$ cat src/rtl/aes_block_serializer_if.sv
// Handshake bundle between a block producer, the serializer and a word sink.
// Optional parity output is present only when AES_SER_PARITY_EN is defined.
interface aes_block_serializer_if #(
   parameter int WORD_W  = 32,
   parameter int N_WORDS = 4
);
   logic                        load_valid;
   logic                        load_ready;
   logic [WORD_W*N_WORDS-1:0]   block_in;
   logic                        out_valid;
   logic                        out_ready;
   logic [WORD_W-1:0]           out_word;
   logic                        out_last;
   logic                        busy;
`ifdef AES_SER_PARITY_EN
   logic                        out_parity;
`endif

   modport master (
      output load_valid,
      output block_in,
      output out_ready,
      input  load_ready,
      input  out_valid,
      input  out_word,
      input  out_last,
      input  busy
`ifdef AES_SER_PARITY_EN
      , input out_parity
`endif
   );

   modport slave (
      input  load_valid,
      input  block_in,
      input  out_ready,
      output load_ready,
      output out_valid,
      output out_word,
      output out_last,
      output busy
`ifdef AES_SER_PARITY_EN
      , output out_parity
`endif
   );
endinterface

$ cat src/rtl/aes_block_serializer.sv
// Wide AES block in, WORD_W-bit words out MSW first over valid/ready.
// Define AES_SER_PARITY_EN to add the out_parity output.
module aes_block_serializer #(
   parameter int WORD_W  = 32,
   parameter int N_WORDS = 4
) (
   input  logic                  clk,
   input  logic                  nrst,
   aes_block_serializer_if.slave bus
);
   localparam int BW = WORD_W * N_WORDS;
   localparam int CW = $clog2(N_WORDS);
   localparam logic [CW-1:0] CNT_LAST = CW'(N_WORDS - 1);

   typedef enum logic {
      IDLE = 1'b0,
      SEND = 1'b1
   } state_t;

   state_t          r_state;
   state_t          w_next;
   logic [BW-1:0]   r_shift;
   logic [CW-1:0]   r_cnt;
   logic            w_send;
   logic            w_last;
   logic            w_fire;
   logic            w_fire_last;
   logic            w_load_ready;
   logic            w_load;
   logic [WORD_W-1:0] w_word;

   assign w_send       = (r_state == SEND);
   assign w_last       = (r_cnt == CNT_LAST);
   assign w_fire       = w_send & bus.out_ready;
   assign w_fire_last  = w_fire & w_last;
   assign w_load_ready = ~w_send | w_fire_last;
   assign w_load       = bus.load_valid & w_load_ready;

   always_ff @(posedge clk or negedge nrst) begin
      if (!nrst) r_state <= IDLE;
      else       r_state <= w_next;
   end

   always_comb begin
      w_next = r_state;
      unique case (r_state)
         IDLE: if (bus.load_valid) w_next = SEND;
         SEND: if (w_fire_last && !bus.load_valid) w_next = IDLE;
         default: w_next = IDLE;
      endcase
   end

   // Counter holds at the last index when the block drains; only a load rewinds it.
   always_ff @(posedge clk or negedge nrst) begin
      if (!nrst) begin
         r_shift <= '0;
         r_cnt   <= '0;
      end else if (w_load) begin
         r_shift <= bus.block_in;
         r_cnt   <= '0;
      end else if (w_fire) begin
         r_shift <= {r_shift[BW-WORD_W-1:0], {WORD_W{1'b0}}};
         if (!w_last) r_cnt <= r_cnt + CW'(1);
      end
   end

   assign w_word = w_send ? r_shift[BW-1 -: WORD_W] : '0;

   assign bus.load_ready = w_load_ready;
   assign bus.out_valid  = w_send;
   assign bus.out_word   = w_word;
   assign bus.out_last   = w_send & w_last;
   assign bus.busy       = w_send;

`ifdef AES_SER_PARITY_EN
   assign bus.out_parity = ^w_word;
`endif
endmodule

$ cat src/flat_wrapper.sv
// flat-port wrapper written by rule: the top's interface ports become plain ports
module aes_block_serializer_flat 
#(
   parameter int WORD_W  = 32,
   parameter int N_WORDS = 4
)
  (clk, nrst, bus_load_valid, bus_block_in, bus_out_ready, bus_load_ready, bus_out_valid, bus_out_word, bus_out_last, bus_busy);
  aes_block_serializer_if #(.WORD_W(WORD_W), .N_WORDS(N_WORDS)) bus_i ();
  input  logic clk;
  input  logic nrst;
  input wire logic [$bits(bus_i.load_valid)-1:0] bus_load_valid;
  input wire logic [$bits(bus_i.block_in)-1:0] bus_block_in;
  input wire logic [$bits(bus_i.out_ready)-1:0] bus_out_ready;
  output wire logic [$bits(bus_i.load_ready)-1:0] bus_load_ready;
  output wire logic [$bits(bus_i.out_valid)-1:0] bus_out_valid;
  output wire logic [$bits(bus_i.out_word)-1:0] bus_out_word;
  output wire logic [$bits(bus_i.out_last)-1:0] bus_out_last;
  output wire logic [$bits(bus_i.busy)-1:0] bus_busy;
  assign bus_i.load_valid = bus_load_valid;
  assign bus_i.block_in = bus_block_in;
  assign bus_i.out_ready = bus_out_ready;
  assign bus_load_ready = bus_i.load_ready;
  assign bus_out_valid = bus_i.out_valid;
  assign bus_out_word = bus_i.out_word;
  assign bus_out_last = bus_i.out_last;
  assign bus_busy = bus_i.busy;
  aes_block_serializer #(.WORD_W(WORD_W), .N_WORDS(N_WORDS)) u_core (.clk(clk), .nrst(nrst), .bus(bus_i));
endmodule
$ cat config.mk
export PLATFORM = sky130hd
export DESIGN_NAME = aes_block_serializer_flat
export DESIGN_NICKNAME = d
export VERILOG_FILES = /design/src/rtl/aes_block_serializer_if.sv /design/src/rtl/aes_block_serializer.sv /design/src/flat_wrapper.sv
export SDC_FILE = /design/constraint.sdc
export NUM_CORES = 1
export LEC_CHECK = 0
export CORE_ASPECT_RATIO = 2
export CORE_MARGIN = 2
export CORE_UTILIZATION = 44
export CTS_CLUSTER_SIZE = 10
export DETAILED_ROUTE_END_ITERATION = 8
export PLACE_DENSITY = 0.77
export SLEW_MARGIN = 20
export SYNTH_ARGS = -nofsm -noshare
export SYNTH_HDL_FRONTEND = slang
export SYNTH_SLANG_ARGS = --single-unit
$ cat constraint.sdc
create_clock -name clk -period 1.3 [get_ports clk]
set_input_delay 0.325 -clock clk [delete_from_list [all_inputs] [get_ports clk]]
set_output_delay 0.325 -clock clk [all_outputs]
set_load 0.005 [all_outputs]
==> impl_metrics.sql <==
INSERT INTO impl_metrics (metric_group, metric, value, unit) VALUES
('global_routing', 'vias_in_the_first_global_route', '6378', ''),
('pwr', 'power_per_cell_area', '2080', 'mW/mm^2'),
('placed_design', 'gp_congestion', '0.883', ''),
('yosys', 'seq_area_frac_synth', '52.1', '%'),
('pwr', 'vdd_ir_drop_max', '1.14', 'mV'),
('global_routing', 'antenna_found_initial', '2', ''),
('cts', 'worst_skew_pair.late_latency', '0.43', 'ns'),
('yosys', 'synth_top_family_by_area', 'simple AND/OR/NAND/NOR gates', ''),
('status', 'failed_checks', 'negative setup slack', ''),
('yosys', 'synth_cells', '618', ''),
('yosys', 'synthesized_area_fraction_occupied_by_ao_oa_aoi_and_oai_cells', '10.9', '%'),
('cts', 'root_buffer', 'sky130_fd_sc_hd__clkbuf_16', ''),
('floorplan', 'placement_rows', '61', ''),
('cts', 'clkSlewWorstSetupHoldPaths', '0.06', 'ns'),
('pwr', 'post-layout-total-power', '23100', 'uW'),
('placed_design', 'port_buffers', '167', ''),
('sta', 'final_setup_margin', '-0.616', 'ns'),
('sta', 'rsz_0062_raised_after_global_routing', 'true', ''),
('yosys', 'area_share_of_xor_xnor_cells_in_the_synthesized_design', '0.139', '%'),
('global_routing', 'grt_use_total', '29.1', '%'),
('worst_hold_path', 'kind_of_path_behind_the_tightest_hold_check', 'in2async', ''),
('flow_run', 'max_cap_viol_count', '0', ''),
('setup_path', 'worst-endpoint-arrival', '2.23', 'ns'),
('detailed_routing', 'drt_first_iter_violations', '722', ''),
('cts', 'tritoncts.num_buffers', '17', ''),
('floorplan', 'start_util', '45.0', '%'),
('global_routing', 'largest_net_degree_at_the_start_of_global_routing', '55', ''),
('cts', 'htreeDepth', '4', ''),
('cells_and_area', 'fin_area', '0.0111', 'sq mm'),
('sta', 'tightest_pin_transition', '0.372', 'ns'),
('yosys', 'synth.ff_latch_count', '131', ''),
('yosys', 'mapped_area', '0.00629', 'sq mm'),
('yosys', 'synth_area_per_cell', '10.2', 'sq um'),
('cts', 'max-clock-path-buffers', '2', ''),
('detailed_routing', 'drt_first_pass_iters', '8', ''),
('setup_path', 'critical_path.max_fanout', '7', ''),
('floorplan', 'chipHeight', '173', 'microns'),
('setup_path', 'worstPathCellList', 'buf_12, buf_8, buf_6, a21bo_4, buf_4, buf_12, buf_12, buf_16, nand3_2, o21ai_1', ''),
('cells_and_area', 'flow.area_growth_from_synthesis', '76.4', '%'),
('placed_design', 'numPlacedInstances', '947', ''),
('setup_path', 'cp.buffers_inverters', '7', ''),
('setup_path', 'setup.reg_to_reg.worst_slack', '-0.62', 'ns'),
('setup_path', 'cpLargestDelayFamily', 'buffers and inverters', ''),
('detailed_routing', 'routed_wire_length_per_instance', '26.8', 'microns'),
('detailed_routing', 'wirelength', '28.2', 'mm'),
('detailed_routing', 'final_antenna_net_count', '0', ''),
('yosys', 'synth.mux.area_fraction', '15.4', '%'),
('global_routing', 'grt.overflow.total', '0', ''),
('global_routing', 'grt_first_pass_wirelength', '33.3', 'mm'),
('sta', 'timing.final.setup_violations', '167', ''),
('sta', 'fin_crit_sh', '147', '%'),
('sta', 'worst_slew_margin_rel', '75.2', '%'),
('cts', 'cts_tree', 'yes', ''),
('detailed_routing', 'route.detailed.vias_per_inst', '6.21', ''),
('yosys', 'synth_cell_types', '20', ''),
('status', 'outcome', 'complete, but fails checks', ''),
('cts', 'cts_sinks', '131', ''),
('yosys', 'synth-warning-count', '0', ''),
('setup_path', 'crit_path_frequent_cell', 'sky130_fd_sc_hd__buf_12', ''),
('yosys', 'synth.net_count', '751', ''),
('pwr', 'power.leakage', '0.00485', 'uW'),
('sta', 'clock-skew-final', '0.00955', 'ns'),
('yosys', 'share_of_synthesized_cell_area_in_full_adder_half_adder_and_majority_cells', '0.199', '%'),
('sta', 'final_number_of_max_transition_violations', '0', ''),
('setup_path', 'critPathRequiredTime', '1.62', 'ns'),
('setup_path', 'critical_path.slowest_cell', 'sky130_fd_sc_hd__dfrtp_2', ''),
('placed_design', 'place_area', '0.00831', 'sq mm'),
('yosys', 'yosysTopAreaCell', 'sky130_fd_sc_hd__dfrtp_1', ''),
('cells_and_area', 'instances_no_fill', '1054', ''),
('placed_design', 'pre_cts_ws', '-0.580', 'ns'),
('sta', 'max_freq', '0.522', 'GHz');
final timing paths:
| path | to | cells past startpoint |
|---|---|---|
| min reg2reg | u_core.r_shift[25]$_DFFE_PN0P_ | 2 |
| max in group asynchronous | u_core.r_shift[2]$_DFFE_PN0P_ | 3 |
| min | u_core.r_shift[91]$_DFFE_PN0P_ | 2 |
| max | u_core.r_shift[118]$_DFFE_PN0P_ | 10 |
| max reg2reg | u_core.r_shift[118]$_DFFE_PN0P_ | 10 |
| min in group clk | u_core.r_shift[92]$_DFFE_PN0P_ | 4 |
what timing repair did:
item                       CTS  global route
gates cloned                24            19
setup buffers               24            19
resized for setup          259           176
hold endpoints to repair    33             0
pin swaps                    1            34
setup endpoints to repair  167           167
hold buffers                 1             0
flip-flops by register name (all words and copies together) (netlist names):
name	count
u_core.r_cnt	2
u_core.r_shift	128
u_core.bus.busy	1
metrics by stage:
step | hold WS (ns) | setup TNS, ns | utilization [%]
floorplan | 0.0294 | -7.76 | -
global placement | 0.246 | -67.88 | 59.5
detailed placement | 0.246 | -70.77 | 59.5
CTS | 0.376 | -77.23 | 72.4
global route | 0.384 | -88.53 | 79.4
finish | 0.349 | -84.36 | 79.4
Yosys cell counts, drive strengths merged:
cell type,count
ha,1
and2,34
nand2b,1
nor2,2
buf,40
mux2i,97
nand3b,1
clkbuf,20
dfrtp,131
a21bo,1
nand3,128
o21ai,128
nand2,33
xor2,1
layer usage:
| layer | vias up | share of wire [%] | global-route usage (%) |
|---|---|---|---|
| met3 | 181 | 7.1 | 4.44 |
| met4 | 0 | 8.8 | 19.9 |
| li1 | 2668 | - | - |
| met2 | 458 | 52 | 49.9 |
| met1 | 3241 | 32 | 31.6 |
| met5 | - | 0 | 0 |
where the power goes:
part | internal, uW | leakage [uW] | total (uW) | switching [uW]
Clock | 3110 | 0.000287 | 5010 | 1900
Sequential | 5720 | 0.00174 | 7210 | 1480
Combinational | 6070 | 0.00282 | 10900 | 4820
cells by family (layout without fill, tap and decap cells):
group	after synthesis	after routing
AOI/OAI and AO/OA	129	129
DFF	131	131
other	0	2
buffers and inverters	60	304
adders and majority gates	1	1
muxes	97	97
and+or+nand+nor	199	200
xor gates and xnor gates	1	1
layout by cell type (no fill, tap or decap), drive strengths merged:
cell,count
nand2,33
diode,2
dfrtp,131
nand3,128
ha,1
a21bo,1
mux2i,97
clkdlybuf4s50,129
clkbuf,41
dlygate4sd3,1
nand2b,1
o21ai,128
clkinvlp,2
nand3b,1
buf,124
and2,35
bufinv,3
xor2,1
clkinv,4
nor2,2
worst register-to-register path, cell delays in order (launching register included):
cell                      delay (ns)
sky130_fd_sc_hd__dfrtp_2        0.43
sky130_fd_sc_hd__buf_12         0.13
sky130_fd_sc_hd__buf_8          0.12
sky130_fd_sc_hd__buf_6          0.13
sky130_fd_sc_hd__a21bo_4        0.20
sky130_fd_sc_hd__buf_4          0.14
sky130_fd_sc_hd__buf_12         0.15
sky130_fd_sc_hd__buf_12         0.11
sky130_fd_sc_hd__buf_16         0.13
sky130_fd_sc_hd__nand3_2        0.09
sky130_fd_sc_hd__o21ai_1        0.18
layout make-up:
type	count	area, sq um
repair buffers	272	3590
multi-input cells	428	3380
flip-flops and latches	131	3280
fillers	718	2880
clock buffers	23	468
well taps	189	236
clock inverters	9	129
diodes	2	5.00
Note: power is estimated with default switching activity, not from simulation.
